File: src/rtl/spi_counter_master.sv
// SPI master for a frequency-counter responder: loads a gate count, waits for the
// responder's done flag (or a timeout), then reads back the 56-bit count word.
module spi_counter_master #(
    parameter int          CLK_DIV   = 16,
    parameter int          SS_GUARD  = 16,
    parameter int          INT_BLANK = 64,
    parameter logic [31:0] TIMEOUT   = 32'hFFFF_FFFF
) (
    input  logic        clk,
    input  logic        rst,
    input  logic        start,
    input  logic [15:0] gate_count,
    output logic        busy,
    output logic        result_valid,
    output logic [39:0] result_upcount,
    output logic [15:0] result_downcount,
    output logic        result_timeout,
    output logic        start_error,
    output logic        SCK,
    output logic        SS,
    output logic        SDO,
    input  logic        SDI,
    input  logic        FPGA_INT
);
    typedef enum logic [3:0] {
        IDLE, LOAD_SETUP, LOAD_SHIFT, LOAD_HOLD, WAIT_INT,
        READ_SETUP, READ_SHIFT, READ_HOLD, DONE
    } state_t;

    localparam logic [31:0] HALF_LAST  = 32'(CLK_DIV - 1);
    localparam logic [31:0] GUARD_LAST = 32'(SS_GUARD - 1);
    localparam logic [31:0] BLANK_END  = 32'(INT_BLANK);
    localparam logic [31:0] TMO_LAST   = TIMEOUT - 32'd1;

    state_t      state_q, state_d;
    logic [31:0] cnt_q, cnt_d;
    logic [31:0] tmo_q, tmo_d;
    logic [5:0]  bit_q, bit_d;
    logic [55:0] tx_q, tx_d;
    logic [55:0] rx_q, rx_d;
    logic        sck_q, sck_d;
    logic        ss_q, ss_d;
    logic        flag_q, flag_d;
    logic        start_error_q, start_error_d;
    logic [39:0] up_q, up_d;
    logic [15:0] down_q, down_d;
    logic        res_tmo_q, res_tmo_d;
    logic [1:0]  sdi_sync_q, int_sync_q;
    logic [1:0]  fall_pipe_q;
    logic        fall_now;

    // NOTE: every _d signal gets its hold value first, so no path through this block infers a latch.
    always_comb begin
        state_d       = state_q;
        cnt_d         = cnt_q;
        tmo_d         = tmo_q;
        bit_d         = bit_q;
        tx_d          = tx_q;
        rx_d          = rx_q;
        sck_d         = sck_q;
        ss_d          = ss_q;
        flag_d        = flag_q;
        up_d          = up_q;
        down_d        = down_q;
        res_tmo_d     = res_tmo_q;
        start_error_d = 1'b0;
        fall_now      = 1'b0;

        // SDI is taken two cycles after each SCK fall, matching the synchronizer delay.
        if (state_q == READ_SHIFT && fall_pipe_q[1]) begin
            rx_d = {rx_q[54:0], sdi_sync_q[1]};
        end

        case (state_q)
            IDLE: begin
                if (start) begin
                    if (gate_count != 16'd0) begin
                        state_d = LOAD_SETUP;
                        tx_d    = {gate_count, 40'd0};
                        ss_d    = 1'b0;
                        cnt_d   = '0;
                        tmo_d   = '0;
                        flag_d  = 1'b0;
                    end else begin
                        start_error_d = 1'b1;
                    end
                end
            end
            LOAD_SETUP, READ_SETUP: begin
                cnt_d = cnt_q + 32'd1;
                if (cnt_q == GUARD_LAST) begin
                    cnt_d    = '0;
                    bit_d    = '0;
                    sck_d    = 1'b0;
                    fall_now = 1'b1;
                    state_d  = (state_q == LOAD_SETUP) ? LOAD_SHIFT : READ_SHIFT;
                end
            end
            LOAD_SHIFT, READ_SHIFT: begin
                cnt_d = cnt_q + 32'd1;
                if (cnt_q == HALF_LAST) begin
                    cnt_d = '0;
                    if (!sck_q) begin
                        sck_d = 1'b1;
                        tx_d  = {tx_q[54:0], 1'b0};
                        if (bit_q == 6'd55) begin
                            state_d = (state_q == LOAD_SHIFT) ? LOAD_HOLD : READ_HOLD;
                        end
                    end else begin
                        sck_d    = 1'b0;
                        fall_now = 1'b1;
                        bit_d    = bit_q + 6'd1;
                    end
                end
            end
            LOAD_HOLD, READ_HOLD: begin
                cnt_d = cnt_q + 32'd1;
                if (cnt_q == GUARD_LAST) begin
                    cnt_d = '0;
                    ss_d  = 1'b1;
                    if (state_q == LOAD_HOLD) begin
                        state_d = WAIT_INT;
                    end else begin
                        state_d   = DONE;
                        up_d      = rx_q[39:0];
                        down_d    = rx_q[55:40];
                        res_tmo_d = flag_q;
                    end
                end
            end
            WAIT_INT: begin
                if (cnt_q != BLANK_END) begin
                    cnt_d = cnt_q + 32'd1;
                end else if (int_sync_q[1] || tmo_q == TMO_LAST) begin
                    state_d = READ_SETUP;
                    flag_d  = !int_sync_q[1];
                    ss_d    = 1'b0;
                    tx_d    = '0;
                    rx_d    = '0;
                    cnt_d   = '0;
                end else begin
                    tmo_d = tmo_q + 32'd1;
                end
            end
            DONE:    state_d = IDLE;
            default: state_d = IDLE;
        endcase
    end

    // NOTE: registers update with non-blocking assignments so every flop samples pre-edge values.
    always_ff @(posedge clk or posedge rst) begin
        if (rst) begin
            state_q       <= IDLE;
            cnt_q         <= '0;
            tmo_q         <= '0;
            bit_q         <= '0;
            tx_q          <= '0;
            rx_q          <= '0;
            sck_q         <= 1'b1;
            ss_q          <= 1'b1;
            flag_q        <= 1'b0;
            start_error_q <= 1'b0;
            up_q          <= '0;
            down_q        <= '0;
            res_tmo_q     <= 1'b0;
            sdi_sync_q    <= '0;
            int_sync_q    <= '0;
            fall_pipe_q   <= '0;
        end else begin
            state_q       <= state_d;
            cnt_q         <= cnt_d;
            tmo_q         <= tmo_d;
            bit_q         <= bit_d;
            tx_q          <= tx_d;
            rx_q          <= rx_d;
            sck_q         <= sck_d;
            ss_q          <= ss_d;
            flag_q        <= flag_d;
            start_error_q <= start_error_d;
            up_q          <= up_d;
            down_q        <= down_d;
            res_tmo_q     <= res_tmo_d;
            sdi_sync_q    <= {sdi_sync_q[0], SDI};
            int_sync_q    <= {int_sync_q[0], FPGA_INT};
            fall_pipe_q   <= {fall_pipe_q[0], fall_now};
        end
    end

    // SDO is the shift-register MSB, so it only moves on SCK rise or SS assert.
    assign SDO              = tx_q[55];
    assign SCK              = sck_q;
    assign SS               = ss_q;
    assign busy             = (state_q != IDLE);
    assign result_valid     = (state_q == DONE);
    assign result_upcount   = up_q;
    assign result_downcount = down_q;
    assign result_timeout   = res_tmo_q;
    assign start_error      = start_error_q;

endmodule
File: config.mk
export PLATFORM = sky130hd
export DESIGN_NAME = spi_counter_master
export DESIGN_NICKNAME = d
export VERILOG_FILES = /design/src/rtl/spi_counter_master.sv
export SDC_FILE = /design/constraint.sdc
export NUM_CORES = 1
export LEC_CHECK = 0
export CAP_MARGIN = 5
export CORE_UTILIZATION = 45
export DETAILED_ROUTE_END_ITERATION = 10
export PLACE_DENSITY = 0.67
export SKIP_LAST_GASP = 1
export SYNTH_ARGS = -nofsm -noshare
export SYNTH_HDL_FRONTEND = slang
export SYNTH_SLANG_ARGS = --single-unit
File: constraint.sdc
create_clock -name clk -period 10.67 [get_ports clk]
set_clock_uncertainty 0.15 [all_clocks]
set_input_delay 2.134 -clock clk [delete_from_list [all_inputs] [get_ports clk]]
set_output_delay 2.134 -clock clk [all_outputs]
set_load 0.01 [all_outputs]
# Word level (Yosys, flattened, before mapping)
# Index checks and enable logic that the tools add are counted.
[classes]
add_sub_neg = 3
bitwise = 1
eq_ne = 24
reduce_logical = 24
n_mux = 57
[ops]
columns = ["operator", "count"]
rows = [
  ["56-bit 2-to-1 mux", 10],
  ["32-bit 2-to-1 mux", 7],
  ["56-bit one-hot mux with 3 select lines", 1],
  ["32-bit one-hot mux with 3 select lines", 1],
  ["32-bit by 1-bit adder with 32-bit output, second input constant", 2],
  ["32-bit one-hot mux with 2 select lines", 1],
  ["4-bit 2-to-1 mux", 10],
  ["32-bit equality test, second input constant", 1],
  ["32-bit by 4-bit equality test with 1-bit output, second input constant", 1],
  ["32-bit by 7-bit inequality test with 1-bit output, second input constant", 1],
  ["2-bit inequality test, second input constant", 11],
  ["4-bit one-hot mux with 5 select lines", 1],
  ["6-bit 2-to-1 mux", 3],
  ["4-bit by 3-bit equality test with 1-bit output, second input constant", 4],
  ["1-bit 2-to-1 mux", 16],
  ["16-bit nonzero test", 1],
  ["6-bit one-hot mux with 2 select lines", 1],
  ["5-bit AND reduction", 2],
  ["9-bit AND reduction", 1],
  ["3-bit nonzero test", 3],
  ["4-bit by 2-bit equality test with 1-bit output, second input constant", 2],
  ["4-bit AND reduction", 2],
  ["7-bit AND reduction", 1],
  ["6-bit by 1-bit adder with 6-bit output, second input constant", 1],
  ["other kinds (18)", 25],
]
[word_totals]
output_inout_bits = 63
wordCells = 125
regBits = 253
inputBits = 21

# Logic depth before layout (Yosys ltp)
# Gate-level depths: netlist of the first run.
[logic_depth]
word_depth = 6
ltp_mapped = 10
ltp_nobuf = 8

# Worst setup path after synthesis of the first run
# No wires, ideal clock.
[synth_path]
path_type = "input to register"
start = "input port gate_count[3]"
end = "register tx_q[40]"
setup_time_ps = 125
path_buffers = 2
path_stages = 8
slack_ps = 6747
required_ps = 10395
arrival_time_ps = 3648
path_cell_list = "nor4_1 > nand4_1 > a21oi_2 > a211oi_4 > and3_1 > buf_6 > buf_12 > mux2_4"
[synth_between]
elab_chain_len = 3
[synth_lines]
columns = ["element", "line", "text"]
rows = [
  ["start, declared", "12", "input logic [15:0] gate_count,"],
  ["16-bit nonzero test", "77", "if (gate_count != 16'd0) begin"],
  ["2-bit inequality test (no source line)", "--", ""],
  ["7-bit AND reduction (no source line)", "--", ""],
  ["end signal, assigned", "174", "tx_q <= tx_d;"],
  ["end, declared", "39", "logic [55:0] tx_q, tx_d;"],
]
# No other way between the ends.
# A chain may end at the register's enable or synchronous reset.

# Final worst setup path of the first run
[layout_path]
start = "register state_q[1]"
end = "output port busy"
[layout_between]
elab_chain_len = 1
[layout_lines]
columns = ["element", "line", "text"]
rows = [
  ["start, declared", "35", "state_t state_q, state_d;"],
  ["start signal, assigned", "170", "state_q <= state_d;"],
  ["4-bit nonzero test", "193", "assign busy = (state_q != IDLE);"],
  ["end, declared", "13", "output logic busy,"],
]
# No other way between the ends.

==> results of run 1 <==
## critical path, stage by stage, from the launching register on
cell,delay (ns)
dfrtp_1,0.58
nor3_1,0.52
nand2b_1,0.19
clkdlybuf4s50_1,0.51
## layout by cell type, fill, tap and decap left out, types with 4 or more instances in the layout
cell type / n
a211o_1: 5
a21o_1: 6
a21oi_1: 97
a31oi_1: 19
a41oi_1: 4
and2_1: 14
and3_1: 13
and4_1: 6
buf_4: 5
clkbuf_16: 24
clkbuf_8: 5
clkdlybuf4s50_1: 83
dfrtp_1: 211
ha_1: 5
inv_1: 26
mux2_2: 64
mux2_4: 10
mux2i_1: 5
nand2_1: 199
nand3_1: 56
nand4_1: 20
nor2_1: 16
nor2b_1: 7
nor3_1: 8
nor4_1: 5
nor4_2: 5
o211ai_1: 5
o21a_1: 6
o21ai_0: 40
o31ai_1: 4
or3_1: 19
or4_1: 12
xor2_1: 5
## flip-flops by register name, indices dropped and copies added (netlist names), 2 cells and up
register	flops
fall_pipe_q	2
state_q	4
tx_q	16
result_downcount	16
result_upcount	40
sdi_sync_q	2
rx_q	56
bit_q	6
cnt_q	32
int_sync_q	2
tmo_q	32
## kinds of logic (layout without fill, tap and decap cells)
kind of cell | count (synthesis) | in the layout | share of synthesized area
AOI/OAI and AO/OA | 208 | 208 | 0.122
DFF | 213 | 213 | 0.528
buffers and inverters | 84 | 153 | 0.0385
xor gates and xnor gates | 6 | 6 | 0.00520
muxes | 79 | 79 | 0.0911
adders and majority gates | 5 | 5 | 0.00619
and+or+nand+nor | 406 | 406 | 0.209
## per-stage QoR
stage	hold WS (ns)	utilization	worst slack, ns	cells
finish	0.200	0.542	6.08	1350
global route	0.221	0.542	5.93	1350
CTS	0.203	0.542	6.06	1350
detailed placement	0.188	0.505	5.68	1312
global placement	0.183	0.505	5.72	1312
floorplan	0.181	-	2.57	1001
## routing by layer
metal | track usage | vias to the layer above
li1 | - | 3663
met1 | 0.261 | 3700
met2 | 0.308 | 135
met3 | 0.0288 | 26
met4 | 0.0376 | 0
met5 | 0 | -
## power by group through the flow
stage | registers [mW] | logic [mW] | clock network [mW]
6_report | 0.977 | 0.274 | 0.832
5_1_grt | 0.991 | 0.309 | 0.885
4_1_cts | 0.975 | 0.278 | 0.853
3_5_place_dp | 0.988 | 0.278 | 0
3_3_place_gp | 0.986 | 0.269 | 0
2_1_floorplan | 0.962 | 0.235 | 0
## area by class of cell
cell class	count	area (um^2)	area share
Clock buffer	31	677	0.0571
Clock inverter	7	121	0.0102
Inverter	27	109	0.00918
Multi-Input combinational cell	704	4400	0.371
Sequential cell	213	5330	0.450
Tap cell	280	350	0.0295
Timing Repair Buffer	88	868	0.0732
## worst min path at each step
stage | startpoint | end | slack (ns) | cells past startpoint
CTS | fall_pipe_q[0] | fall_pipe_q[1] | 0.20 | 0
finish | fall_pipe_q[0] | fall_pipe_q[1] | 0.20 | 0
floorplan | fall_pipe_q[0] | fall_pipe_q[1] | 0.18 | 0
global placement | fall_pipe_q[0] | fall_pipe_q[1] | 0.18 | 0
global route | fall_pipe_q[0] | fall_pipe_q[1] | 0.22 | 0
detailed placement | fall_pipe_q[0] | fall_pipe_q[1] | 0.19 | 0
==> impl_metrics.csv, run 1 <==
group,metric,value,unit
cts,clock_sinks,213,
worst_setup_path,r2r_end,"cnt_q[18]",
sta,setup_viol_count_final,0,
die,die_y,152,um
worst_setup_path,crit_type,"reg -> out",
yosys,seq_area_frac_synth,0.528,
sta,achievable-frequency,0.218,GHz
cts,ctsRootBufferMaster,"clkbuf_16",
route,first_pass_iters,4,
route,drtIter0Drc,416,
run_status,status,"complete, no violations",
yosys,ys.flop_type,"dfrtp_1",
sta,fin_crit_sh,0.430,
route,finalWirelength,21000,um
route,vias,7524,
final_layout,nNetsFinal,1084,
yosys,syn-num-nets,1027,
power,pwr-share-comb,0.132,
power,vdd_drop_max,0.0957,mV
cts,clk_latency,0.51,ns
cts,cts_hold_buf,0,
power,cellInternalPower,1.54,mW
global_route,grt_usage,0.187,
worst_setup_path,reg2reg_from,"state_q[1]",
worst_setup_path,worstPathRequired,8.39,ns
worst_setup_path,cp-endpoint,"busy",
worst_setup_path,startpoint,"state_q[1]",
sta,drv_slew,0,
die,num_rows,54,
yosys,synth_edf_count,0,
die,initial_core_util,0.462,
die,die_w,152,um
yosys,ys_types,66,
worst_setup_path,endpoint_kind,"output port",
worst_setup_path,rrSetupSlack,6.83,ns
final_layout,drive_above_1_share,0.139,
min_path,hp-class,"reg -> reg",
cts,h-tree-depth,1,
placed_design,gp_congestion,0.780,
yosys,yosys_register_bits,213,
global_route,antenna_found_initial,0,
sta,period_minus_slack,4.59,ns
worst_setup_path,cp-start-kind,"flop",
worst_setup_path,r2r_cells,6,
worst_setup_path,crit_arrival,2.31,ns
route,ant_nets,0,
cts,ctsResizeCount,0,
yosys,syn_area,10100,um^2
cts,numCtsBuffers,24,
run,cap_violations,0,
cts,cts_tree,"done",
final_layout,stdcell_area,11900,um^2
global_route,grt_first_pass_wirelength,36600,um
yosys,ys_warn_count,0,
power,power.share.clock,0.399,
placed_design,post-dp-hpwl,12900,um
sta,tightest_slew,1.13,ns
power,p_total,2.08,mW
worst_setup_path,path_max_fanout,19,
route,wl_met3,776,um
yosys,yosysTopAreaCell,"dfrtp_1",
sta,max_slew_margin,0.248,
cts,clock_tree.buffer_depth,3,
route,wl_met2,10000,um
final_layout,area_growth_syn_to_layout,17.3,%
route,wl_met1,9920,um
yosys,synthArstFlopShare,1.00,
sta,grt_setup_unrepaired,"no",
route,highest_layer,"met4",
die,io_pins,84,
route,viasPerCell,5.57,
yosys,synthMostInstantiatedCell,"dfrtp_1",
yosys,syn_inst,1001,
route,wl_per_cell,15.6,um
route,drc_errors,0,
power,p_leak,5.23,nW
yosys,synth.top_cell.area_share,0.522,
sta,fin_tns_setup,0,ns
global_route,grt_start_max_net_pins,132,
cts,cts.clk_slew.worst_paths,0.05,ns
placed_design,dpl-instance-area,11100,um^2
power,p_per_area,176,nW/um^2
cts,postCtsSetupBuffers,0,
final_layout,antenna_cells,0,
die,core_region_area,21900,um^2
yosys,synth_top_cells_by_area,"dfrtp_1 (52%), nand2_1 (7.4%), mux2_2 (7.1%)",
power,switchingPower,0.546,mW
power,seqPwrFrac,0.469,
global_route,grt_pass1_vias,7241,
die,die_area,23100,um^2
sta,hold_violations,0,
power,p_sw_frac,0.262,
yosys,syn_avg_cell_area,10.1,um^2
placed_design,port_buffers,83,
final_layout,n_fill_cell,1945,
yosys,synth_common_cells,"dfrtp_1 (211), nand2_1 (199), a21oi_1 (97)",
global_route,grt_overflow_total,0,
Note: power is estimated with default switching activity, not from simulation.
==> inputs of run 2 (changes only) <==
--- a/config.mk
+++ b/config.mk
@@ -8,7 +8,7 @@
 export CAP_MARGIN = 5
 export CORE_UTILIZATION = 45
 export DETAILED_ROUTE_END_ITERATION = 10
-export PLACE_DENSITY = 0.67
+export PLACE_DENSITY = 0.7
 export SKIP_LAST_GASP = 1
 export SYNTH_ARGS = -nofsm -noshare
 export SYNTH_HDL_FRONTEND = slang
==> constraint.sdc (replaced) <==
create_clock -name clk -period 4 [get_ports clk]
set_clock_uncertainty 0.15 [all_clocks]
set_input_delay 0.8 -clock clk [delete_from_list [all_inputs] [get_ports clk]]
set_output_delay 0.8 -clock clk [all_outputs]
set_load 0.01 [all_outputs]
==> impl_metrics.csv, run 2 (synthesis results as in run 1) <==
group,metric,value,unit
run_status,status,"complete, no violations",
run,cap_violations,0,
route,vias,7670,
power,seqPwrFrac,0.456,
final_layout,antenna_cells,0,
final_layout,largest_register_ff_count,56,
route,finalWirelength,21300,um
route,drc_errors,0,
worst_setup_path,cp_slowest_stage_delay,0.59,ns
route,drtIter0Drc,486,
cts,ctsResizeCount,0,
cts,cts_hold_buf,0,
power,vdd_drop_max,0.270,mV
worst_setup_path,endpoint_kind,"output port",
power,cellInternalPower,4.24,mW
global_route,grt_start_max_net_pins,91,
cts,cts_tree,"done",
sta,hold_violations,0,
die,die_area,23100,um^2
sta,grt_setup_unrepaired,"no",
min_path,min-delay-start,"sdi_sync_q[0]",
die,initial_core_util,0.462,
final_layout,n_fill_cell,1925,
min_path,hp-class,"reg -> reg",
die,die_w,152,um
power,power.share.clock,0.413,
worst_setup_path,path_max_fanout,19,
sta,tightest_slew,0.886,ns
worst_setup_path,crit_arrival,2.33,ns
placed_design,port_buffers,83,
route,wl_per_cell,15.6,um
die,die_y,152,um
final_layout,final_common_cell,"dfrtp_1",
power,pwr-share-comb,0.131,
cts,cts.clk_slew.worst_paths,0.06,ns
worst_setup_path,path_cells,"nor3_1 -> nand2b_1 -> clkdlybuf4s50_1",
worst_setup_path,cpMaxStageDelayCell,"dfrtp_1",
final_layout,top_register,"rx_q",
worst_setup_path,reg2reg_from,"cnt_q[24]",
placed_design,gp_congestion,0.811,
power,switchingPower,1.48,mW
sta,max_slew_margin,0.409,
die,num_rows,54,
sta,setup_ws,0.717,ns
final_layout,area_growth_syn_to_layout,19.4,%
cts,numCtsBuffers,24,
worst_setup_path,startpoint,"state_q[1]",
power,p_leak,5.34,nW
die,core_region_area,21900,um^2
global_route,grt_first_pass_wirelength,36600,um
worst_setup_path,r2r_cells,6,
global_route,grt_overflow_total,0,
cts,clk_latency,0.51,ns
power,p_sw_frac,0.259,
sta,setup_viol_count_final,0,
power,p_per_area,474,nW/um^2
sta,period_minus_slack,3.28,ns
route,ant_nets,0,
cts,postCtsSetupBuffers,0,
global_route,antenna_found_initial,0,
global_route,grt_pass1_vias,7403,
die,io_pins,84,
cts,h-tree-depth,1,
cts,clock_tree.buffer_depth,3,
global_route,grt_usage,0.187,
worst_setup_path,crit_type,"reg -> out",
final_layout,nNetsFinal,1097,
sta,fin_tns_setup,0,ns
final_layout,most-common-layout-cells,"dfrtp_1 (211), nand2_1 (199), a21oi_1 (97)",
placed_design,dp_slack,0.585,ns
worst_setup_path,cp-start-kind,"flop",
sta,achievable-frequency,0.305,GHz
final_layout,drive_above_1_share,0.154,
placed_design,post-dp-hpwl,14000,um
worst_setup_path,worstPathRequired,3.05,ns
route,viasPerCell,5.60,
min_path,hold_depth,0,
cts,ctsRootBufferMaster,"clkbuf_16",
sta,drv_slew,0,
cts,clock_sinks,213,
route,first_pass_iters,5,
sta,fin_crit_sh,0.821,
-- run 2: per-stage QoR --
step	cell area (um^2)	hold WS [ns]	util	std cells	power, mW
global placement	11200	0.184	0.512	1325	3.36
global route	12100	0.214	0.551	1369	5.98
floorplan	10100	0.181	-	1001	3.19
finish	12100	0.199	0.551	1369	5.71
detailed placement	11200	0.194	0.512	1325	3.39
CTS	12100	0.201	0.551	1369	5.79
-- run 2: per-layer routing --
layer | global-route usage | up-vias | wire length, um
met5 | 0 | - | 0
met4 | 0.0538 | 0 | 306
met3 | 0.0257 | 21 | 832
met2 | 0.318 | 157 | 10500
met1 | 0.248 | 3797 | 9680
li1 | - | 3695 | -
-- run 2: final timing paths --
| path | to | slack (ns) |
|---|---|---|
| min | sdi_sync_q[1] | 0.20 |
| min in group asynchronous | result_upcount[14] | 0.56 |
| max in group asynchronous | rx_q[35] | 2.28 |
| max reg2reg | tx_q[51] | 0.83 |
| max | busy | 0.72 |
| min reg2reg | sdi_sync_q[1] | 0.20 |
-- run 2: power by group through the flow --
| stage | combinational, mW | clock (mW) | sequential (mW) |
|---|---|---|---|
| final | 0.748 | 2.36 | 2.60 |
| after floorplan | 0.626 | 0 | 2.57 |
| after global routing | 0.835 | 2.51 | 2.64 |
| after detailed placement | 0.759 | 0 | 2.63 |
| after CTS | 0.758 | 2.43 | 2.60 |
| after global placement | 0.731 | 0 | 2.63 |
-- run 2: final cells by class --
type,count,area (um^2),area share
Clock buffer,29,661,0.0547
Multi-Input combinational cell,704,4400,0.364
Timing Repair Buffer,101,1020,0.0842
Inverter,27,105,0.00871
Sequential cell,213,5330,0.442
Clock inverter,15,205,0.0170
Tap cell,280,350,0.0290
-- run 2: worst max-delay path: cells and delay by family (launching register included) --
| kind | cells | cell delay, ns |
|---|---|---|
| simple gates | 2 | 0.71 |
| flops | 1 | 0.59 |
| buf+inv | 1 | 0.52 |
==> inputs of run 3 (changes only) <==
--- a/config.mk
+++ b/config.mk
@@ -8,7 +8,7 @@
 export CAP_MARGIN = 5
 export CORE_UTILIZATION = 45
 export DETAILED_ROUTE_END_ITERATION = 10
-export PLACE_DENSITY = 0.7
+export PLACE_DENSITY = 0.67
 export SKIP_LAST_GASP = 1
 export SYNTH_ARGS = -nofsm -noshare
 export SYNTH_HDL_FRONTEND = slang
==> constraint.sdc (replaced) <==
create_clock -name clk -period 3.1 [get_ports clk]
set_clock_uncertainty 0.15 [all_clocks]
set_input_delay 0.62 -clock clk [delete_from_list [all_inputs] [get_ports clk]]
set_output_delay 0.62 -clock clk [all_outputs]
set_load 0.01 [all_outputs]
==> impl_metrics.csv, run 3 (synthesis results as in run 1) <==
group,metric,value,unit
sta,achievable-frequency,0.333,GHz
power,vdd_drop_max,0.468,mV
min_path,hold_depth,0,
cts,cts_tree,"done",
route,wl_per_cell,15.5,um
worst_setup_path,cpMaxStageDelayCell,"clkdlybuf4s50_1",
final_layout,n_fill_cell,1876,
final_layout,post-route-util,0.555,
route,drc_errors,0,
global_route,grt_usage,0.190,
worst_setup_path,path_cells,"buf_4 -> nor4b_1 -> clkdlybuf4s50_1",
global_route,top_usage_layer,"met2",
worst_setup_path,worstPathRequired,2.33,ns
final_layout,most-common-layout-cells,"dfrtp_1 (211), nand2_1 (199), a21oi_1 (97)",
placed_design,dp_slack,0.190,ns
placed_design,gp_congestion,0.788,
route,drtIter0Drc,335,
power,p_per_area,600,nW/um^2
global_route,grt_pass1_vias,7556,
global_route,antenna_found_initial,0,
cts,ctsResizeCount,0,
die,die_w,152,um
worst_setup_path,startpoint,"state_q[0]",
final_layout,antenna_cells,0,
min_path,min-delay-start,"int_sync_q[0]",
global_route,met1_usage,0.266,
worst_setup_path,reg2reg_from,"cnt_q[24]",
cts,ctsRootBufferMaster,"clkbuf_16",
sta,setup_viol_count_final,0,
die,initial_core_util,0.462,
route,finalWirelength,21300,um
die,die_area,23100,um^2
cts,clk_latency,0.52,ns
cts,cts_hold_buf,0,
route,first_pass_iters,4,
run_status,status,"complete, no violations",
run,cap_violations,0,
sta,grt_setup_unrepaired,"no",
final_layout,largest_register_ff_count,56,
global_route,grtUsageMet2,0.312,
cts,clock_tree.buffer_depth,3,
worst_setup_path,crit_arrival,2.23,ns
power,p_leak,5.37,nW
cts,cts.clk_slew.worst_paths,0.06,ns
die,die_y,152,um
sta,period_minus_slack,3.00,ns
sta,tightest_slew,0.605,ns
global_route,met3_usage,0.0282,
placed_design,post-dp-hpwl,13800,um
sta,drv_slew,0,
cts,numCtsBuffers,24,
worst_setup_path,cp-start-kind,"flop",
global_route,grt_overflow_total,0,
worst_setup_path,crit_type,"reg -> out",
worst_setup_path,path_buf_inv,2,
final_layout,nNetsFinal,1105,
worst_setup_path,cp_slowest_stage_delay,0.66,ns
worst_setup_path,r2r_cells,7,
worst_setup_path,path_delay_family,"buffers and inverters",
die,core_region_area,21900,um^2
final_layout,top_register,"rx_q",
final_layout,final_common_cell,"dfrtp_1",
sta,setup_ws,0.0978,ns
final_layout,area_growth_syn_to_layout,20.1,%
cts,postCtsSetupBuffers,0,
global_route,grt_first_pass_wirelength,37500,um
sta,hold_violations,0,
cts,h-tree-depth,1,
worst_setup_path,path_max_fanout,16,
final_layout,drive_above_1_share,0.157,
sta,max_slew_margin,0.591,
die,num_rows,54,
min_path,hp-class,"reg -> reg",
route,viasPerCell,5.54,
placed_design,port_buffers,83,
global_route,grt_start_max_net_pins,93,
die,io_pins,84,
route,vias,7622,
worst_setup_path,endpoint_kind,"output port",
sta,fin_crit_sh,0.968,
cts,clock_sinks,213,
route,ant_nets,0,
worst_setup_path,critical_path_depth,3,
sta,whs,0.196,ns
## run 3: cell types whose count changed in the layout (fill, tap and decap cells not counted), sizes merged
| cell | delta |
|---|---|
| bufinv | -1 |
| clkinvlp | -1 |
| buf | +8 |
| clkinv | -2 |
| clkbuf | +3 |
## run 3: final cells by class
cell class                 instances  area (um^2)  area share
multi-input combinational        704         4400       0.362
clock buffer                      32          661      0.0544
tap                              280          350      0.0289
timing repair buffer             109         1130      0.0927
sequential                       213         5330       0.439
clock inverter                    11          169      0.0139
inverter                          27          105     0.00866
## run 3: metrics by stage
| stage | cells | TNS (ns) | area, um^2 | power, mW |
|---|---|---|---|---|
| detailed placement | 1333 | 0 | 11300 | 4.41 |
| CTS | 1376 | 0 | 12100 | 7.37 |
| floorplan | 1001 | -92.53 | 10100 | 4.12 |
| global route | 1376 | 0 | 12100 | 7.64 |
| finish | 1376 | 0 | 12100 | 7.29 |
| global placement | 1333 | 0 | 11300 | 4.37 |
## run 3: final timing paths
kind	end	slack, ns
setup / recovery	result_valid	0.1
hold / removal	int_sync_q[1]	0.20
setup reg to reg	tx_q[53]	0.33
min in group asynchronous	result_upcount[16]	0.46
max in group asynchronous	cnt_q[5]	1.86
hold reg to reg	int_sync_q[1]	0.20
## run 3: report_power, final
group	internal, mW	switching, mW	total [mW]
combinational	0.512	0.495	1.01
sequential	3.05	0.300	3.35
clock	1.83	1.10	2.93
## run 3: worst reg2reg max path, delay by kind of cell, from the launching register on
kind            cells  cell delay [ns]
compound gates      2             0.60
mux                 1             0.37
simple gates        3             0.82
flops               1             0.44
buf+inv             1             0.27
## run 3: per-layer routing
metal / vias up / routed length, um / part of all wire
met4: 0 / 434 / 0.020
met5: - / 0 / 0
met2: 94 / 10100 / 0.47
met1: 3762 / 10100 / 0.47
li1: 3734 / - / -
met3: 32 / 674 / 0.032
